## src/rtl/snake_body_array.sv

```systemverilog
// Snake body store: shift array of segment coordinates with head at index 0,
// step-time self-collision check, combinational pixel query and registered indexed read.
module snake_body_array #(
    parameter int COORD_W  = 5,
    parameter int MAX_LEN  = 32,
    parameter int INIT_LEN = 3,
    parameter int INIT_X   = 10,
    parameter int INIT_Y   = 10,
    parameter int LEN_W    = $clog2(MAX_LEN + 1)
) (
    input  logic               clk,
    input  logic               rst,
    input  logic               step,
    input  logic [COORD_W-1:0] head_x,
    input  logic [COORD_W-1:0] head_y,
    input  logic               grow,
    input  logic [COORD_W-1:0] query_x,
    input  logic [COORD_W-1:0] query_y,
    output logic               query_hit,
    output logic               query_head,
    input  logic [LEN_W-1:0]   rd_idx,
    output logic [COORD_W-1:0] rd_x,
    output logic [COORD_W-1:0] rd_y,
    output logic               rd_valid,
    output logic [LEN_W-1:0]   length,
    output logic               full,
    output logic               collide,
    output logic               game_over
);

    typedef enum logic {RUN, DEAD} state_t;

    state_t             state_q, state_d;
    logic [COORD_W-1:0] seg_x_q [MAX_LEN];
    logic [COORD_W-1:0] seg_y_q [MAX_LEN];
    logic [COORD_W-1:0] seg_x_d [MAX_LEN];
    logic [COORD_W-1:0] seg_y_d [MAX_LEN];
    logic [LEN_W-1:0]   length_q, length_d;
    logic               collide_q, collide_d;
    logic               game_over_q, game_over_d;
    logic [COORD_W-1:0] rd_x_q, rd_x_d;
    logic [COORD_W-1:0] rd_y_q, rd_y_d;
    logic               rd_valid_q, rd_valid_d;
    logic               step_hit;
    int                 coll_lim;

    always_comb begin
        query_hit  = 1'b0;
        query_head = (seg_x_q[0] == query_x) && (seg_y_q[0] == query_y);
        for (int i = 0; i < MAX_LEN; i++) begin
            if (i < int'(length_q) && seg_x_q[i] == query_x && seg_y_q[i] == query_y)
                query_hit = 1'b1;
        end
    end

    // Without growth the tail cell is vacated by this step, so it is excluded.
    always_comb begin
        step_hit = 1'b0;
        coll_lim = grow ? int'(length_q) : int'(length_q) - 1;
        for (int i = 0; i < MAX_LEN; i++) begin
            if (i < coll_lim && seg_x_q[i] == head_x && seg_y_q[i] == head_y)
                step_hit = 1'b1;
        end
    end

    always_comb begin
        state_d     = state_q;
        length_d    = length_q;
        collide_d   = 1'b0;
        game_over_d = game_over_q;
        for (int i = 0; i < MAX_LEN; i++) begin
            seg_x_d[i] = seg_x_q[i];
            seg_y_d[i] = seg_y_q[i];
        end
        if (state_q == RUN && step) begin
            if (step_hit) begin
                collide_d   = 1'b1;
                game_over_d = 1'b1;
                state_d     = DEAD;
            end else begin
                seg_x_d[0] = head_x;
                seg_y_d[0] = head_y;
                for (int i = 1; i < MAX_LEN; i++) begin
                    seg_x_d[i] = seg_x_q[i-1];
                    seg_y_d[i] = seg_y_q[i-1];
                end
                if (grow && length_q != LEN_W'(MAX_LEN))
                    length_d = length_q + 1'b1;
            end
        end
    end

    always_comb begin
        rd_valid_d = int'(rd_idx) < int'(length_q);
        rd_x_d     = '0;
        rd_y_d     = '0;
        for (int i = 0; i < MAX_LEN; i++) begin
            if (int'(rd_idx) == i) begin
                rd_x_d = seg_x_q[i];
                rd_y_d = seg_y_q[i];
            end
        end
    end

    always_ff @(posedge clk) begin
        if (rst) begin
            state_q     <= RUN;
            length_q    <= LEN_W'(INIT_LEN);
            collide_q   <= 1'b0;
            game_over_q <= 1'b0;
            rd_x_q      <= '0;
            rd_y_q      <= '0;
            rd_valid_q  <= 1'b0;
            for (int i = 0; i < MAX_LEN; i++) begin
                seg_x_q[i] <= (i < INIT_LEN) ? COORD_W'(INIT_X - i) : '0;
                seg_y_q[i] <= (i < INIT_LEN) ? COORD_W'(INIT_Y) : '0;
            end
        end else begin
            state_q     <= state_d;
            length_q    <= length_d;
            collide_q   <= collide_d;
            game_over_q <= game_over_d;
            rd_x_q      <= rd_x_d;
            rd_y_q      <= rd_y_d;
            rd_valid_q  <= rd_valid_d;
            for (int i = 0; i < MAX_LEN; i++) begin
                seg_x_q[i] <= seg_x_d[i];
                seg_y_q[i] <= seg_y_d[i];
            end
        end
    end

    assign rd_x      = rd_x_q;
    assign rd_y      = rd_y_q;
    assign rd_valid  = rd_valid_q;
    assign length    = length_q;
    assign full      = (length_q == LEN_W'(MAX_LEN));
    assign collide   = collide_q;
    assign game_over = game_over_q;

endmodule

```

## config.mk

```make
export PLATFORM = sky130hd
export DESIGN_NAME = snake_body_array
export DESIGN_NICKNAME = d
export VERILOG_FILES = /design/src/rtl/snake_body_array.sv
export SDC_FILE = /design/constraint.sdc
export NUM_CORES = 1
export LEC_CHECK = 0
export ABC_CLOCK_PERIOD_IN_PS = 8400
export BUFFER_PORTS_ARGS = -buffer_cell sky130_fd_sc_hd__buf_2
export CORE_MARGIN = 3
export CORE_UTILIZATION = 60
export CTS_CLUSTER_DIAMETER = 100
export DETAILED_ROUTE_END_ITERATION = 7
export MAX_ROUTING_LAYER = met4
export PLACE_DENSITY = 0.85
export SYNTH_ARGS = -nofsm -noshare
export SYNTH_HDL_FRONTEND = slang
export SYNTH_SLANG_ARGS = --single-unit
```

## constraint.sdc

```tcl
create_clock -name clk -period 8.4 [get_ports clk]
set_input_delay 1.68 -clock clk [delete_from_list [all_inputs] [get_ports clk]]
set_output_delay 1.68 -clock clk [all_outputs]
set_load 0.02 [all_outputs]
```

==> metrics, run 1 <==
status finished, final reports clean; Post-Route WL approximately 95000 microns; Worst-path clk slew approximately 0.060 ns; full die area approximately 43000 sq um; CP cell instances buf_2 > buf_4 > xor2_1 > nor4_1 > nand2_1 > nor4_1 > a2111oi_0 > nand4_1 > buf_2; core area between 30000 and 40000 sq um; most common cell after layout, fill and taps aside nor2_1; vias in the first global route between 20k and 25k; Via density around 7; global placement routability congestion 1.096; synth unique cells 88; sequential-to-total area share from yosys stat 27.89%; final critical-path share of the clock period 78.01%; later-pin clock latency in the skew report around 0.58 ns; Setup Skew 0.02767 ns; Port Buffer Count between 50 and 60; CTS root buf clkbuf_16; CTS tree done; cell area after synthesis approximately 24000 sq um; post-synthesis sequential element count 339; NetSw around 1.2 mW; ANT nets after route 0; endpoints failing hold 0; Post-Syn Nets 2831; Worst Setup End Kind output port; Initial Util 60.95%; DP HPWL 64240 microns; worst ir drop on vdd 0.1833 mV; PD cells about 160 nW/um^2; clock buffer count from CTS 38; Max Clock Freq between 150 and 200 MHz; drt pass-1 iters 7; multi-input logic area roughly 16000 sq um; vias between 20k and 25k; Max stage delay on crit path roughly 1.1 ns; Post-synth ARST share 0%; H-tree Lvls 2; reg2reg start length[1]; top-area cell type share of the netlist area 27.89%; clock sinks around 340; RSZ-0062 raised after global routing false; Finished Core Util a little under two thirds; std cell rows 73; CTS Buffer Depth 3; Post-synth EDFFs 0; Post-CTS Hold Buffers 0; critical path fanouts, max 15; FF+latch area a little under 7000 sq um; gr ovfl total 0; Syn Area/Cell a little under 9 sq um; Worst Path Required between 6 and 7 ns; CP startpoint kind input port; Area contributors post-synth dfxtp_1 (28%), mux2i_1 (14%), xnor2_1 (14%), xor2_1 (9.3%), nor2_1 (6.2%); Post-Place Setup Slack roughly 1.8 ns; Worst Setup Slack, final approximately 1.8 ns; Synth Flop Type dfxtp_1; number of nets in the layout between 2k and 3k; HP Start game_over; largest net degree at the start of global routing 119; Ys Warns 0; total of max-cap violations 0; Chip Height around 210 microns; initial DRC count ~3.9k; first-pass GRT wire length 142000 microns; Combinational Power Share 15.7%; largest area contributor in the netlist dfxtp_1; GR Util All Layers a little over two fifths; most frequent cells in the layout nor2_1 (402), xnor2_1 (388), mux2i_1 (342); clock share of power between 40% and 50%; Boundary Pins between 50 and 60; Setup TNS 0 ns; relative slew slack between 8 and 9%; share of layout cells above drive strength 1 8.211%; Die X between 200 and 250 microns; fillcell total between 3k and 4k; Area Overhead vs Synth 4.711%; Sw Ratio between 20 and 30%; slowest CP cell nor4_1; Post-Syn Instances approximately 2.8k; # setup viols final 0; leakage 9.914 nW; HP Class flip-flop to flip-flop; Max Slew Vio Count 0; post-route cell area approximately 25000 sq um; Int Pwr around 2.9 mW; WL/cell about 29 microns; initial antenna violation count 3; register share of total power 41.0%; DRC 0; crit path DAT slightly below 5 ns; Tmin final 6.553 ns; Least-Margin Pin Slew between 1 and 1.5 ns; DP Area about 24000 sq um; critical path class input port to output port; Worst Setup SP query_x[0]; setup bufs post-CTS 0; CTS resizes 0
-- power by group through the flow --
stage / clock [mW] / sequential (mW) / combinational [mW]
floorplan: 0 / 1.68 / 0.468
detailed placement: 0 / 1.68 / 0.602
global route: 1.81 / 1.65 / 0.653
finish: 1.74 / 1.65 / 0.632
CTS: 1.74 / 1.64 / 0.606
global placement: 0 / 1.68 / 0.593
-- final cells by class --
class,count,share of cell area [%]
Multi-Input combinational cell,2198,62.59
Sequential cell,339,26.64
Clock buffer,51,4.322
Timing Repair Buffer,108,2.903
Tap cell,525,2.578
Clock inverter,16,0.6974
Inverter,16,0.2357
Antenna cell,4,0.03929
-- per-stage QoR --
| stage | instances | total power [mW] | hold slack, ns |
|---|---|---|---|
| floorplan | 2793 | 2.147 | 0.4917 |
| detailed placement | 3186 | 2.282 | 0.5197 |
| global route | 3256 | 4.108 | 0.5715 |
| finish | 3257 | 4.016 | 0.5339 |
| global placement | 3186 | 2.272 | 0.4733 |
| CTS | 3253 | 3.994 | 0.5354 |
-- Yosys cell counts (12+ instances only) --
master	count
o22ai_1	21
dfxtp_1	339
nor2_1	402
o211ai_1	14
mux2_2	22
buf_12	33
nor3_1	42
nand4_1	106
o221ai_1	12
nor2b_1	12
mux2i_1	342
buf_1	33
a21oi_1	94
nor4_1	83
a22oi_1	12
nand2_1	78
inv_1	13
clkbuf_1	117
xnor2_1	388
o21ai_0	85
mux4_2	12
xor2_1	259
nand3_1	27
buf_2	47
a31oi_1	16
-- logic make-up (layout without fill, tap and decap cells) --
kind of cell	count (synthesis)	after routing	share of synthesized area [%]
and+or+nand+nor	801	801	15.68
xor gates and xnor gates	647	647	23.29
muxes	377	377	16.25
AOI/OAI and AO/OA	364	364	9.807
DFF	339	339	27.89
buffers and inverters	256	191	6.629
adders and majority gates	9	9	0.4526
other	0	4	0
-- flip-flops by register name (all words and copies together), names as in the netlist --
name	flops
seg_x_q	160
seg_y_q	160
length	6
rd_x	5
rd_y	5
collide	1
game_over	1
rd_valid	1
-- worst max-delay path: cells and delay by family --
kind / cells / cell delay (ns)
AO/OA/AOI/OAI: 1 / 0.34
buffers and inverters: 3 / 1.04
AND/OR/NAND/NOR: 4 / 1.70
XOR/XNOR: 1 / 0.10
-- routing by layer --
layer  track usage (%)  part of all wire [%]
met5                 -                     0
met4             23.13                   6.4
met3             11.41                    14
met2             61.31                    41
met1             57.70                    38
-- final timing paths --
kind	cells after the start	slack [ns]	endpoint
worst min-delay path	2	0.53	game_over
worst max register to register	12	2.67	seg_x_q[0][47]
worst max-delay path	9	1.85	query_hit
worst min register to register	2	0.53	game_over
Note: power is estimated with default switching activity, not from simulation.
==> run 2, diff against run 1 <==
==> config.mk (replaced) <==
export PLATFORM = sky130hd
export DESIGN_NAME = snake_body_array
export DESIGN_NICKNAME = d
export VERILOG_FILES = /design/src/rtl/snake_body_array.sv
export SDC_FILE = /design/constraint.sdc
export NUM_CORES = 1
export LEC_CHECK = 0
export ABC_CLOCK_PERIOD_IN_PS = 5900
export BUFFER_PORTS_ARGS = -buffer_cell sky130_fd_sc_hd__buf_2
export CORE_MARGIN = 3
export CORE_UTILIZATION = 58
export CTS_CLUSTER_DIAMETER = 100
export DETAILED_ROUTE_END_ITERATION = 7
export MAX_ROUTING_LAYER = met4
export PLACE_DENSITY = 0.86
export SYNTH_ARGS = -nofsm -noshare
export SYNTH_HDL_FRONTEND = slang
export SYNTH_SLANG_ARGS = --single-unit
==> constraint.sdc (replaced) <==
create_clock -name clk -period 5.9 [get_ports clk]
set_input_delay 1.18 -clock clk [delete_from_list [all_inputs] [get_ports clk]]
set_output_delay 1.18 -clock clk [all_outputs]
set_load 0.02 [all_outputs]
==> run 2 against run 1 <==
Effect of this change:
- sequential power grew 42%
- register-to-register slack worse by 2.1 ns
- critical path depth stayed put
- clock skew grew 0.0028 ns
- total power is 42% higher
==> metrics, run 2 (same netlist as run 1, synthesis figures left out) <==
post-route cell area 25890 sq um (+1.6%); Worst Path Required 4.72 ns (-2.00 ns); initial antenna violation count 2 (-1); DP Cell Count 3233 (+1.5%); GR Util All Layers 42.77% (-0.97 points); CTS resizes 0 (unchanged); status finished, final reports clean; Max stage delay on crit path 0.70 ns (-0.35 ns); std cell rows 74 (+1.4%); fillcell total 3584 (+7.6%); Area Overhead vs Synth 6.403%; slowest CP cell dfxtp_1; Least-Margin Pin Slew 1.326 ns (-0.05010 ns); CP startpoint kind flip-flop; clock sinks 339 (unchanged); crit path DAT 4.15 ns (-0.72 ns); Worst-path clk slew 0.06 ns (about the same); Post-Route WL 94800 microns (-0.18%); Initial Util 59.18% (-1.8 points); Post-Layout Cell Count 3304 (+1.4%); Worst Setup Slack, final 0.5678 ns (-1.279 ns); first-pass GRT wire length 140300 microns (-1.2%); CP cell instances nor2b_1 > nand2_1 > o2111ai_1 > o21ai_0 > nor3_1 > nand4_1 > nor3_1 > nand4_1 > buf_2; Post-CTS Hold Buffers 0 (unchanged); vias 22.59k (-1.3%); critical path class flip-flop to output port; Max Slew Vio Count 0 (unchanged); ANT nets after route 0 (unchanged); final critical-path share of the clock period between 90% and 100%; relative slew slack 10.79% (+2.5 points); # setup viols final 0 (unchanged); endpoints failing hold 0 (unchanged); most common cell after layout, fill and taps aside nor2_1; largest net degree at the start of global routing 148 (+24%); Chip Height 210.8 microns (+1.7%); total of max-cap violations 0 (unchanged); CTS Buffer Depth 3 (unchanged); number of nets in the layout 2779 (+1.5%); setup bufs post-CTS 0 (unchanged); H-tree Lvls 2 (unchanged); worst hold margin 0.5482 ns (+0.01427 ns); worst ir drop on vdd 0.2362 mV (+29%); Design Power 5.684 mW (+42%); CP top delay family simple AND/OR/NAND/NOR gates; CTS root buf clkbuf_16; Finished Core Util 62.97% (-0.85 points); Die X 210.8 microns (+1.7%); Setup TNS 0 ns (unchanged); drt pass-1 iters 6 (-1); global placement routability congestion 1.091 (-0.50%); RSZ-0062 raised after global routing false; Max Clock Freq around 190 MHz; DP HPWL 66650 microns (+3.7%); Port Buffer Count 51 (unchanged); gr ovfl total 0 (unchanged); leakage 10.15 nW (+2.3%); Boundary Pins 52 (unchanged); Post-Place Setup Slack 0.7413 ns (-1.098 ns); Setup Skew 0.03048 ns (+0.002812 ns); Buf+Inv Stages, Crit Path 1 (-2); most frequent cells in the layout nor2_1 (402), xnor2_1 (388), mux2i_1 (342); Via density 6.836 (-2.7%); vias in the first global route 21.20k (-3.6%); initial DRC count 3427 (-11%); Tmin final between 5 and 6 ns; critical path fanouts, max 15 (unchanged); HP Class flip-flop to flip-flop; PD cells 219.6 nW/um^2 (+39%); WL/cell 28.69 microns (-1.6%); DRC 0 (unchanged); DP Area 24640 sq um (+1.9%); CTS tree done; core area 41110 sq um (+3.0%); later-pin clock latency in the skew report 0.59 ns (about the same); clock buffer count from CTS 38 (unchanged); full die area 44440 sq um (+3.3%); share of layout cells above drive strength 1 9.426% (+1.2 points); Worst Setup End Kind output port
-- run 2: cell types whose count changed in the layout (fill, tap and decap cells not counted), sizes merged --
cell | previous run | this run
buf | 108 | 148
bufinv | 3 | 1
diode | 4 | 3
clkbuf | 51 | 53
inv | 15 | 18
clkinv | 11 | 10
clkinvlp | 3 | 2
-- run 2: final cells by class --
cell class / instances / area [sq um] / share of cell area [%]
multi-input combinational: 2198 / 15940 / 61.57
sequential: 339 / 6787 / 26.22
timing repair buffer: 148 / 1190 / 4.596
clock buffer: 53 / 1097 / 4.239
tap: 532 / 665.6 / 2.571
clock inverter: 15 / 141.4 / 0.5462
inverter: 16 / 60.06 / 0.2320
antenna: 3 / 7.507 / 0.02900
-- run 2: routing by layer --
metal | track usage (%) | wire [microns]
met1 | 57.65 | 37740
met2 | 60.39 | 39630
met3 | 11.39 | 12440
met5 | - | 0
met4 | 18.36 | 4988
-- run 2: power by group --
group	total [mW]	switching [mW]	leakage, nW	internal, mW
registers	2.35	0.0383	2.74	2.31
logic	0.920	0.589	6.80	0.331
clock network	2.42	1.06	0.609	1.36
-- run 2: worst paths after layout --
path,end,startpoint,depth (start not counted),slack [ns]
setup / recovery,query_hit,length[4],9,0.57
hold / removal,game_over,game_over,2,0.55
setup reg to reg,seg_y_q[0][78],length[0],12,0.61
hold reg to reg,game_over,game_over,2,0.55
-- run 2: worst reg2reg max path: cells and delay by family, from the launching register on --
| kind | cells | cell delay (ns) |
|---|---|---|
| compound gates | 4 | 1.98 |
| flops | 1 | 0.79 |
| simple gates | 3 | 0.76 |
| buf+inv | 2 | 0.66 |
| fa+ha+maj | 1 | 0.39 |
| mux | 1 | 0.32 |
| xor+xnor | 1 | 0.22 |
